$ cat src/rtl/reg_list_sequencer.sv
// reg_list_sequencer: expands PUSH/POP/STM/LDM register lists into one
// memory micro-op per register, followed by a single base-writeback pulse.
module reg_list_sequencer #(
    parameter int ADDR_WIDTH = 4,
    parameter int LIST_WIDTH = 8,
    parameter int SP_REG_NUM = 13,
    parameter int LR_REG_NUM = 14,
    parameter int PC_REG_NUM = 15,
    parameter int OFF_WIDTH  = 8
) (
    input  logic                  clk_i,
    input  logic                  rst_n_i,
    input  logic                  start_i,
    input  logic [1:0]            op_i,
    input  logic [ADDR_WIDTH-1:0] base_reg_i,
    input  logic [LIST_WIDTH-1:0] reg_list_i,
    input  logic                  extra_i,
    output logic                  ready_o,
    output logic                  stall_o,
    output logic                  uop_valid_o,
    input  logic                  uop_ready_i,
    output logic [ADDR_WIDTH-1:0] uop_reg_o,
    output logic [ADDR_WIDTH-1:0] uop_base_o,
    output logic [OFF_WIDTH-1:0]  uop_off_o,
    output logic                  uop_load_o,
    output logic                  uop_last_o,
    output logic                  wb_valid_o,
    output logic [ADDR_WIDTH-1:0] wb_reg_o,
    output logic [OFF_WIDTH-1:0]  wb_delta_o,
    output logic                  err_o
);
    // Internal list spans the whole register file so LR/PC can be appended.
    localparam int RW = 1 << ADDR_WIDTH;
    localparam int CW = $clog2(RW + 1);

    localparam logic [1:0] OP_PUSH = 2'd0;
    localparam logic [1:0] OP_POP  = 2'd1;
    localparam logic [1:0] OP_LDM  = 2'd3;

    typedef enum logic [1:0] {IDLE, ISSUE, WB} state_t;

    state_t                state_q, state_d;
    logic [1:0]            op_q, op_d;
    logic [ADDR_WIDTH-1:0] base_q, base_d;
    logic [RW-1:0]         list_q, list_d;
    logic [CW-1:0]         n_q, n_d;
    logic [CW-1:0]         cnt_q, cnt_d;
    logic [OFF_WIDTH-1:0]  off_q, off_d;
    logic                  wb_en_q, wb_en_d;
    logic                  err_q, err_d;

    logic [RW-1:0]         eff_list;
    logic [CW-1:0]         eff_cnt;
    logic [ADDR_WIDTH-1:0] cur_reg;
    logic [OFF_WIDTH-1:0]  four_n;
    logic                  issuing;
    logic                  wb_fire;

    // Effective list (with LR/PC appended) and its population count.
    always_comb begin
        eff_list = '0;
        eff_list[LIST_WIDTH-1:0] = reg_list_i;
        if (extra_i && op_i == OP_PUSH) eff_list[LR_REG_NUM] = 1'b1;
        if (extra_i && op_i == OP_POP)  eff_list[PC_REG_NUM] = 1'b1;
        eff_cnt = '0;
        for (int i = 0; i < RW; i++) eff_cnt = eff_cnt + CW'(eff_list[i]);
    end

    // Lowest remaining register is the one currently presented.
    always_comb begin
        cur_reg = '0;
        for (int i = RW - 1; i >= 0; i--)
            if (list_q[i]) cur_reg = ADDR_WIDTH'(i);
    end

    // Next-state logic: latch on start, retire one register per handshake.
    always_comb begin
        state_d = state_q;
        op_d    = op_q;
        base_d  = base_q;
        list_d  = list_q;
        n_d     = n_q;
        cnt_d   = cnt_q;
        off_d   = off_q;
        wb_en_d = wb_en_q;
        err_d   = 1'b0;
        case (state_q)
            IDLE: begin
                if (start_i) begin
                    op_d    = op_i;
                    base_d  = (op_i == OP_PUSH || op_i == OP_POP) ?
                              ADDR_WIDTH'(SP_REG_NUM) : base_reg_i;
                    list_d  = eff_list;
                    n_d     = eff_cnt;
                    cnt_d   = eff_cnt;
                    off_d   = (op_i == OP_PUSH) ? -(OFF_WIDTH'(eff_cnt) << 2) : '0;
                    // A loaded base value overrides the writeback.
                    wb_en_d = !(op_i == OP_LDM && eff_list[base_reg_i]);
                    if (eff_cnt == '0) err_d = 1'b1;
                    else               state_d = ISSUE;
                end
            end
            ISSUE: begin
                if (uop_ready_i) begin
                    list_d[cur_reg] = 1'b0;
                    off_d = off_q + OFF_WIDTH'(4);
                    cnt_d = cnt_q - CW'(1);
                    if (cnt_q == CW'(1)) state_d = WB;
                end
            end
            WB:      state_d = IDLE;
            default: state_d = IDLE;
        endcase
    end

    // State register with synchronous active-low reset.
    always_ff @(posedge clk_i) begin
        if (!rst_n_i) begin
            state_q <= IDLE;
            op_q    <= '0;
            base_q  <= '0;
            list_q  <= '0;
            n_q     <= '0;
            cnt_q   <= '0;
            off_q   <= '0;
            wb_en_q <= 1'b0;
            err_q   <= 1'b0;
        end else begin
            state_q <= state_d;
            op_q    <= op_d;
            base_q  <= base_d;
            list_q  <= list_d;
            n_q     <= n_d;
            cnt_q   <= cnt_d;
            off_q   <= off_d;
            wb_en_q <= wb_en_d;
            err_q   <= err_d;
        end
    end

    // Outputs are zeroed whenever their qualifying valid is low.
    always_comb begin
        issuing     = (state_q == ISSUE);
        wb_fire     = (state_q == WB) && wb_en_q;
        four_n      = OFF_WIDTH'(n_q) << 2;
        ready_o     = (state_q == IDLE);
        stall_o     = (state_q != IDLE);
        uop_valid_o = issuing;
        uop_reg_o   = issuing ? cur_reg : '0;
        uop_base_o  = issuing ? base_q : '0;
        uop_off_o   = issuing ? off_q : '0;
        uop_load_o  = issuing && op_q[0];
        uop_last_o  = issuing && (cnt_q == CW'(1));
        wb_valid_o  = wb_fire;
        wb_reg_o    = wb_fire ? base_q : '0;
        wb_delta_o  = wb_fire ? ((op_q == OP_PUSH) ? -four_n : four_n) : '0;
        err_o       = err_q;
    end
endmodule

$ cat config.mk
export PLATFORM = sky130hd
export DESIGN_NAME = reg_list_sequencer
export DESIGN_NICKNAME = d
export VERILOG_FILES = /design/src/rtl/reg_list_sequencer.sv
export SDC_FILE = /design/constraint.sdc
export NUM_CORES = 1
export LEC_CHECK = 0
export ABC_AREA = 1
export CAP_MARGIN = 20
export CELL_PAD_IN_SITES_DETAIL_PLACEMENT = 0
export CELL_PAD_IN_SITES_GLOBAL_PLACEMENT = 2
export CORE_UTILIZATION = 30
export DETAILED_ROUTE_END_ITERATION = 16
export PLACE_DENSITY = 0.87
export SLEW_MARGIN = 20
export SYNTH_ARGS = -nofsm -noshare
export SYNTH_HDL_FRONTEND = slang
export SYNTH_SLANG_ARGS = --single-unit
export TNS_END_PERCENT = 1
$ cat constraint.sdc
create_clock -name clk_i -period 8.3 [get_ports clk_i]
set_input_delay 2.49 -clock clk_i [delete_from_list [all_inputs] [get_ports clk_i]]
set_output_delay 2.49 -clock clk_i [all_outputs]
set_load 0.02 [all_outputs]
==> run metrics, run 1 <==
CP Capture Type=register; met2 WL=3277 µm; final core area utilization=0.3893; Final ANT Viol Nets=0; crit-path max FO=4; Post-synth EDFFs=0; max incr delay on CP=0.54 ns; Gate Count Post-Synth=400; CP cell instances=clkdlybuf4s50_1 > nand2_1 > nor2_1 > fa_1 > inv_1 > fa_1 > fa_1 > inv_1 > ha_1 > inv_1 > fa_1 > or2_2 > nand2_1 > inv_1 > nand3_1 > o21ai_0 > a21oi_1 > o221a_1; leakage power=1.462 nW; fin nets=478; Hold Path Class=reg2reg; final wirelength=7497 µm; Slowest cell on crit path=clkdlybuf4s50_1; Max Fclk=0.1624 GHz; largest net degree at the start of global routing=28; Hold Buf Count CTS=0; Synth area leaders=dfxtp_1 30%, inv_1 10%, nand2_1 7.6%, nor2_1 7.3%, a21oi_1 5.1%; sequential element share of the synthesized area=0.3006; vias post-DR=2,626; met3 wire len=286 µm; top routing layer in use=met4; Power Density=233.3 mW/mm²; Core Area=0.008763 mm²; RSZ-0062 raised after global routing=no; Primary FF master, synth=dfxtp_1; metal1 wirelength=3853 µm; drt wl/cell=13.51 µm; largest vdd supply drop=0.0001165 V; share of cells above drive strength 1=0.08501; vias in the first global route=2,486; mean post-synth cell area=6.825 µm²; gr ovfl total=0; routability congestion estimate=0.7685; Post-DP HPWL=5768 µm; asr flop ratio synth=0; initial antenna violation count=0; cts bufs inserted=5; width of the die=97.40 µm; I/O Buffers=49; area share of the largest cell type after synthesis=0.3006; count leader, synth=inv_1; Initial Util=0.3115; Longest Clk Path Bufs=2; drc violations=0; Rel. slew slack=0.4402; Area Growth Syn to Fin=24.98%; Rows=34; max cap viols=0; status=finished, final reports clean; top cells by count, synth=73 x inv_1, 55 x nand2_1, 53 x nor2_1; synth warn=0; I/O pin cnt=54; total inserted antenna cells=0; Setup-failing EPs final=0; first-pass GRT wire length=12,420 µm; largest area contributor in the netlist=dfxtp_1; CTS Sinks=41; Setup TNS=0 ns; netlist area before placement=0.002730 mm²; Final Hold Fails=0; crit path time final=6.159 ns; arrival time of the worst setup path=6.39 ns; die area=0.009486 mm²; Detailed Routing Iterations Pass 1=4; FF+latch count, synth=41; GRT Total Usage=0.1635; Die H=97.40 µm; period utilization=0.7421; crit path kind=in2reg; Synth cell types=44; post-route clock skew=0.01280 ns; CP Launch Type=primary input; Reg clk slew, reported paths=0.09 ns; Setup Fix Bufs, Post-CTS=0; via/cell ratio=4.732; H-tree depth=2; CTS tree=done; worst skew pair latency=0.30 ns; clk root buf=clkbuf_8; Resized Gates After CTS=0; Worst Path Required=8.53 ns; slew at the pin with the worst max-slew slack=0.8388 ns; fin. max-slew vios=0; 1st-iter DRT viols=94
-- layout by cell type (no fill, tap or decap), types with 2 or more instances in the layout --
master	n
a21oi_2	2
nand3_2	2
nor2_2	2
a21oi_1	28
nor2_8	2
ha_1	7
o31ai_1	2
nand2_1	55
nor2_4	2
nand2_2	2
inv_2	12
o22ai_1	3
a221oi_1	6
a211oi_1	5
conb_1	4
a31oi_1	8
nand2_4	3
clkbuf_8	6
nand3_1	17
nor4_1	2
o21ai_1	10
dfxtp_1	41
nor2_1	53
fa_1	6
o21ai_0	20
clkdlybuf4s50_1	49
nor3_1	3
inv_1	73
xor2_1	2
o211ai_1	3
nand4_1	4
-- per-stage QoR --
step	setup WS, ns	hold WS [ns]	cell area (µm²)	total power (W)	instances
floorplan	2.652	0.4446	2741	0.0005189	403
global placement	1.949	0.4679	3296	0.0006270	547
detailed placement	1.815	0.4632	3296	0.0006274	547
CTS	2.125	0.4749	3412	0.0008013	555
global route	1.828	0.5050	3412	0.0008616	555
finish	2.141	0.4713	3412	0.0007960	555
-- report_power, final --
part,leakage (nW),internal (W),switching [W],total [W]
clock network,0.0585,0.0000983,0.0000750,0.000173
registers,0.336,0.000227,0.0000185,0.000245
logic,1.07,0.000130,0.000248,0.000378
total,1.46,0.000455,0.000341,0.000796
-- routing by layer --
layer  track usage  up-vias
met5             0        -
met4       0.04412        0
met3       0.02590       10
met2        0.2496       56
met1        0.2378     1186
li1              -     1374
-- registers in the layout, indices dropped and copies added (netlist names) --
register	flops
wb_en_q	1
n_q	4
err_o	1
base_q	4
state_q	2
list_q	16
off_q	6
op_q	2
cnt_q	5
-- worst max-delay path, delay by kind of cell --
family | cells | cell delay [ns]
buf+inv | 5 | 0.83
compound gates | 3 | 0.43
fa+ha+maj | 5 | 1.89
simple gates | 5 | 0.75
-- cell type report --
class / instances / area [µm²]
fill: 927 / 5351
multi-input combinational: 263 / 1524
sequential: 41 / 820.8
timing repair buffer: 49 / 490.5
inverter: 86 / 325.3
tap: 108 / 135.1
clock buffer: 7 / 86.33
clock inverter: 1 / 30.03
-- path summary, 6_finish.rpt --
check | from | end | slack (ns) | cells after the start
max | op_i[0] | off_q[5] | 2.14 | 18
min reg2reg | op_q[0] | op_q[0] | 0.47 | 2
max reg2reg | state_q[0] | list_q[7] | 6.29 | 9
min | op_q[0] | op_q[0] | 0.47 | 2
-- cells by family (layout without fill, tap and decap cells) --
group                      after synthesis  after routing  share of synthesized area
xor gates and xnor gates                 2              2                   0.006417
DFF                                     41             41                     0.3006
adders and majority gates               13             13                    0.07608
AOI/OAI and AO/OA                       91             91                     0.1984
buffers and inverters                   99            143                     0.1453
and+or+nand+nor                        153            153                     0.2718
other                                    1              4                   0.001374
No activity file was read; power rests on OpenSTA's default activity.
==> run 2, diff against run 1 <==
--- a/config.mk
+++ b/config.mk
@@ -9,9 +9,9 @@
 export CAP_MARGIN = 20
 export CELL_PAD_IN_SITES_DETAIL_PLACEMENT = 0
 export CELL_PAD_IN_SITES_GLOBAL_PLACEMENT = 2
-export CORE_UTILIZATION = 30
+export CORE_UTILIZATION = 25
 export DETAILED_ROUTE_END_ITERATION = 16
-export PLACE_DENSITY = 0.87
+export PLACE_DENSITY = 0.78
 export SLEW_MARGIN = 20
 export SYNTH_ARGS = -nofsm -noshare
 export SYNTH_HDL_FRONTEND = slang
==> constraint.sdc (replaced) <==
create_clock -name clk_i -period 5.2 [get_ports clk_i]
set_input_delay 1.56 -clock clk_i [delete_from_list [all_inputs] [get_ports clk_i]]
set_output_delay 1.56 -clock clk_i [all_outputs]
set_load 0.02 [all_outputs]
==> run 2 against run 1 <==
Count of clock-buffer cells in the layout down 2. Critical path depth down 1. Clock power up 81%. Via count up 2.4%.
==> run metrics, run 2 (synthesis results as in run 1) <==
crit path time final=4.985 ns; CTS Sinks=41 (unchanged); first-pass GRT wire length=12,900 µm (was 12,420 µm); Reg with most FFs=list_q (unchanged); Power Density=374.1 mW/mm² (was 233.3 mW/mm²); drc violations=0 (unchanged); cts bufs inserted=5 (unchanged); fin nets=487 (was 478); DP Area=0.003398 mm² (was 0.003296 mm²); Final Hold Fails=0 (unchanged); status=finished, final reports clean (unchanged); worst skew pair latency=0.30 ns (about the same); final instance area=0.003553 mm² (was 0.003412 mm²); 1st-iter DRT viols=65 (was 94); GRT Total Usage=0.1472 (was 0.1635); clk root buf=clkbuf_8 (unchanged); total inserted antenna cells=0 (unchanged); leakage power=1.521 nW (was 1.462 nW); largest net degree at the start of global routing=28 (unchanged); largest registers=list_q (16), off_q (6), cnt_q (5) (unchanged); Detailed Routing Iterations Pass 1=4 (unchanged); Max Fclk=0.2006 GHz; share of cells above drive strength 1=0.1184 (was 0.08501); Hold WS=0.4824 ns (was 0.4713 ns); RSZ-0062 raised after global routing=no (unchanged); Fillers=1,153 (was 927); post-route clock skew=0.008115 ns (was 0.01280 ns); vias post-DR=2,689 (was 2,626); Worst Path Required=5.42 ns (was 8.53 ns); Final ANT Viol Nets=0 (unchanged); CTS tree=done (unchanged); I/O pin cnt=54 (unchanged); gr ovfl total=0 (unchanged); max reg flops=16 (unchanged); crit path kind=in2reg (unchanged); clock share of power=0.235 (was 0.218); routability congestion estimate=0.7858 (was 0.7685); arrival time of the worst setup path=5.20 ns (was 6.39 ns); period utilization=0.9587; Core Area=0.01046 mm² (was 0.008763 mm²); Crit. Startpoint=op_i[0] (unchanged); reg2reg start=state_q[0] (unchanged); CP Launch Type=primary input (unchanged); width of the die=106.5 µm (was 97.40 µm); max cap viols=0 (unchanged); largest vdd supply drop=0.0001532 V (was 0.0001165 V); drt wl/cell=13.38 µm (was 13.51 µm); Setup-failing EPs final=0 (unchanged); Die H=106.5 µm (was 97.40 µm); I/O Buffers=49 (unchanged); Hold Buf Count CTS=0 (unchanged); initial antenna violation count=0 (unchanged); Hold Path Class=reg2reg (unchanged); Rows=37 (was 34); Int Pwr=0.0007733 W (was 0.0004550 W); hold path startpoint=op_q[1] (was op_q[0]); CP Capture Type=register (unchanged); die area=0.01134 mm² (was 0.009486 mm²); Comb pwr share=0.470 (was 0.474); fin. max-slew vios=0 (unchanged); vias in the first global route=2,591 (was 2,486); crit-path max FO=3 (was 4); part of the power in registers=0.295 (was 0.308); H-tree depth=2 (unchanged); final wirelength=7920 µm (was 7497 µm); via/cell ratio=4.542 (was 4.732); Area Growth Syn to Fin=30.16% (was 24.98%); Reg clk slew, reported paths=0.09 ns (about the same); Rel. slew slack=0.4407 (was 0.4402); Longest Clk Path Bufs=2 (unchanged); most common cell after layout, fill and taps aside=inv_1 (unchanged); slew at the pin with the worst max-slew slack=0.8380 ns (was 0.8388 ns); most frequent cells in the layout=73 x inv_1, 55 x nand2_1, 50 x nor2_1, 48 x clkdlybuf4s50_1, 41 x dfxtp_1 (was 73 x inv_1, 55 x nand2_1, 53 x nor2_1, 49 x clkdlybuf4s50_1, 41 x dfxtp_1); Post-DP HPWL=6057 µm (was 5768 µm); Setup TNS=0 ns (unchanged); Initial Util=0.2609 (was 0.3115); P_sw=0.0005561 W (was 0.0003411 W); Sw Share=0.4183 (was 0.4285)
## run 2: final timing paths
| check | end | slack (ns) | depth (start not counted) |
|---|---|---|---|
| min | op_q[1] | 0.48 | 2 |
| max | off_q[4] | 0.21 | 17 |
| max reg2reg | list_q[7] | 3.15 | 9 |
| min reg2reg | op_q[1] | 0.48 | 2 |
## run 2: cell type report
cell class | instances | area (µm²) | area share
Multi-Input combinational cell | 263 | 1543 | 0.4342
Inverter | 86 | 325.3 | 0.09155
Timing Repair Buffer | 58 | 560.5 | 0.1577
Clock buffer | 5 | 68.82 | 0.01937
Sequential cell | 41 | 820.8 | 0.2310
Tap cell | 136 | 170.2 | 0.04789
Clock inverter | 3 | 65.06 | 0.01831
## run 2: worst max-delay path: stages
cell             delay (ns)
clkdlybuf4s50_1        0.47
nand2_1                0.06
nor2_2                 0.16
fa_1                   0.41
inv_1                  0.08
fa_1                   0.42
fa_1                   0.50
inv_1                  0.05
ha_2                   0.17
inv_1                  0.07
fa_2                   0.47
ha_1                   0.22
inv_1                  0.09
nor2_2                 0.05
inv_1                  0.07
nand3_1                0.12
a221oi_2               0.24
## run 2: metal layers
metal,global-route usage,up-vias,routed length (µm)
met5,0,-,0
met4,0.04110,0,85
met3,0.02575,7,253
met2,0.2384,43,3580
met1,0.1998,1239,4001
li1,-,1400,-
## run 2: per-stage QoR
step,worst slack [ns],total power [W],std cells,util
after floorplan,0.4819,0.0008282,403,-
after global placement,-0.1449,0.001018,584,0.3248
after detailed placement,-0.2003,0.001017,584,0.3248
after CTS,0.1049,0.001339,592,0.3376
after global routing,0.02146,0.001440,592,0.3396
final,0.2149,0.001329,592,0.3396
## run 2: power groups by stage
stage	clock (W)	combinational, W	sequential (W)
2_1_floorplan	0	0.000435	0.000393
3_3_place_gp	0	0.000619	0.000398
3_5_place_dp	0	0.000618	0.000399
4_1_cts	0.000324	0.000622	0.000392
5_1_grt	0.000338	0.000702	0.000399
6_report	0.000313	0.000625	0.000392
## run 2: timing repair
action                     CTS  global route
setup endpoints to repair    0             8
gates resized for setup      0             8
buffers inserted             0             0
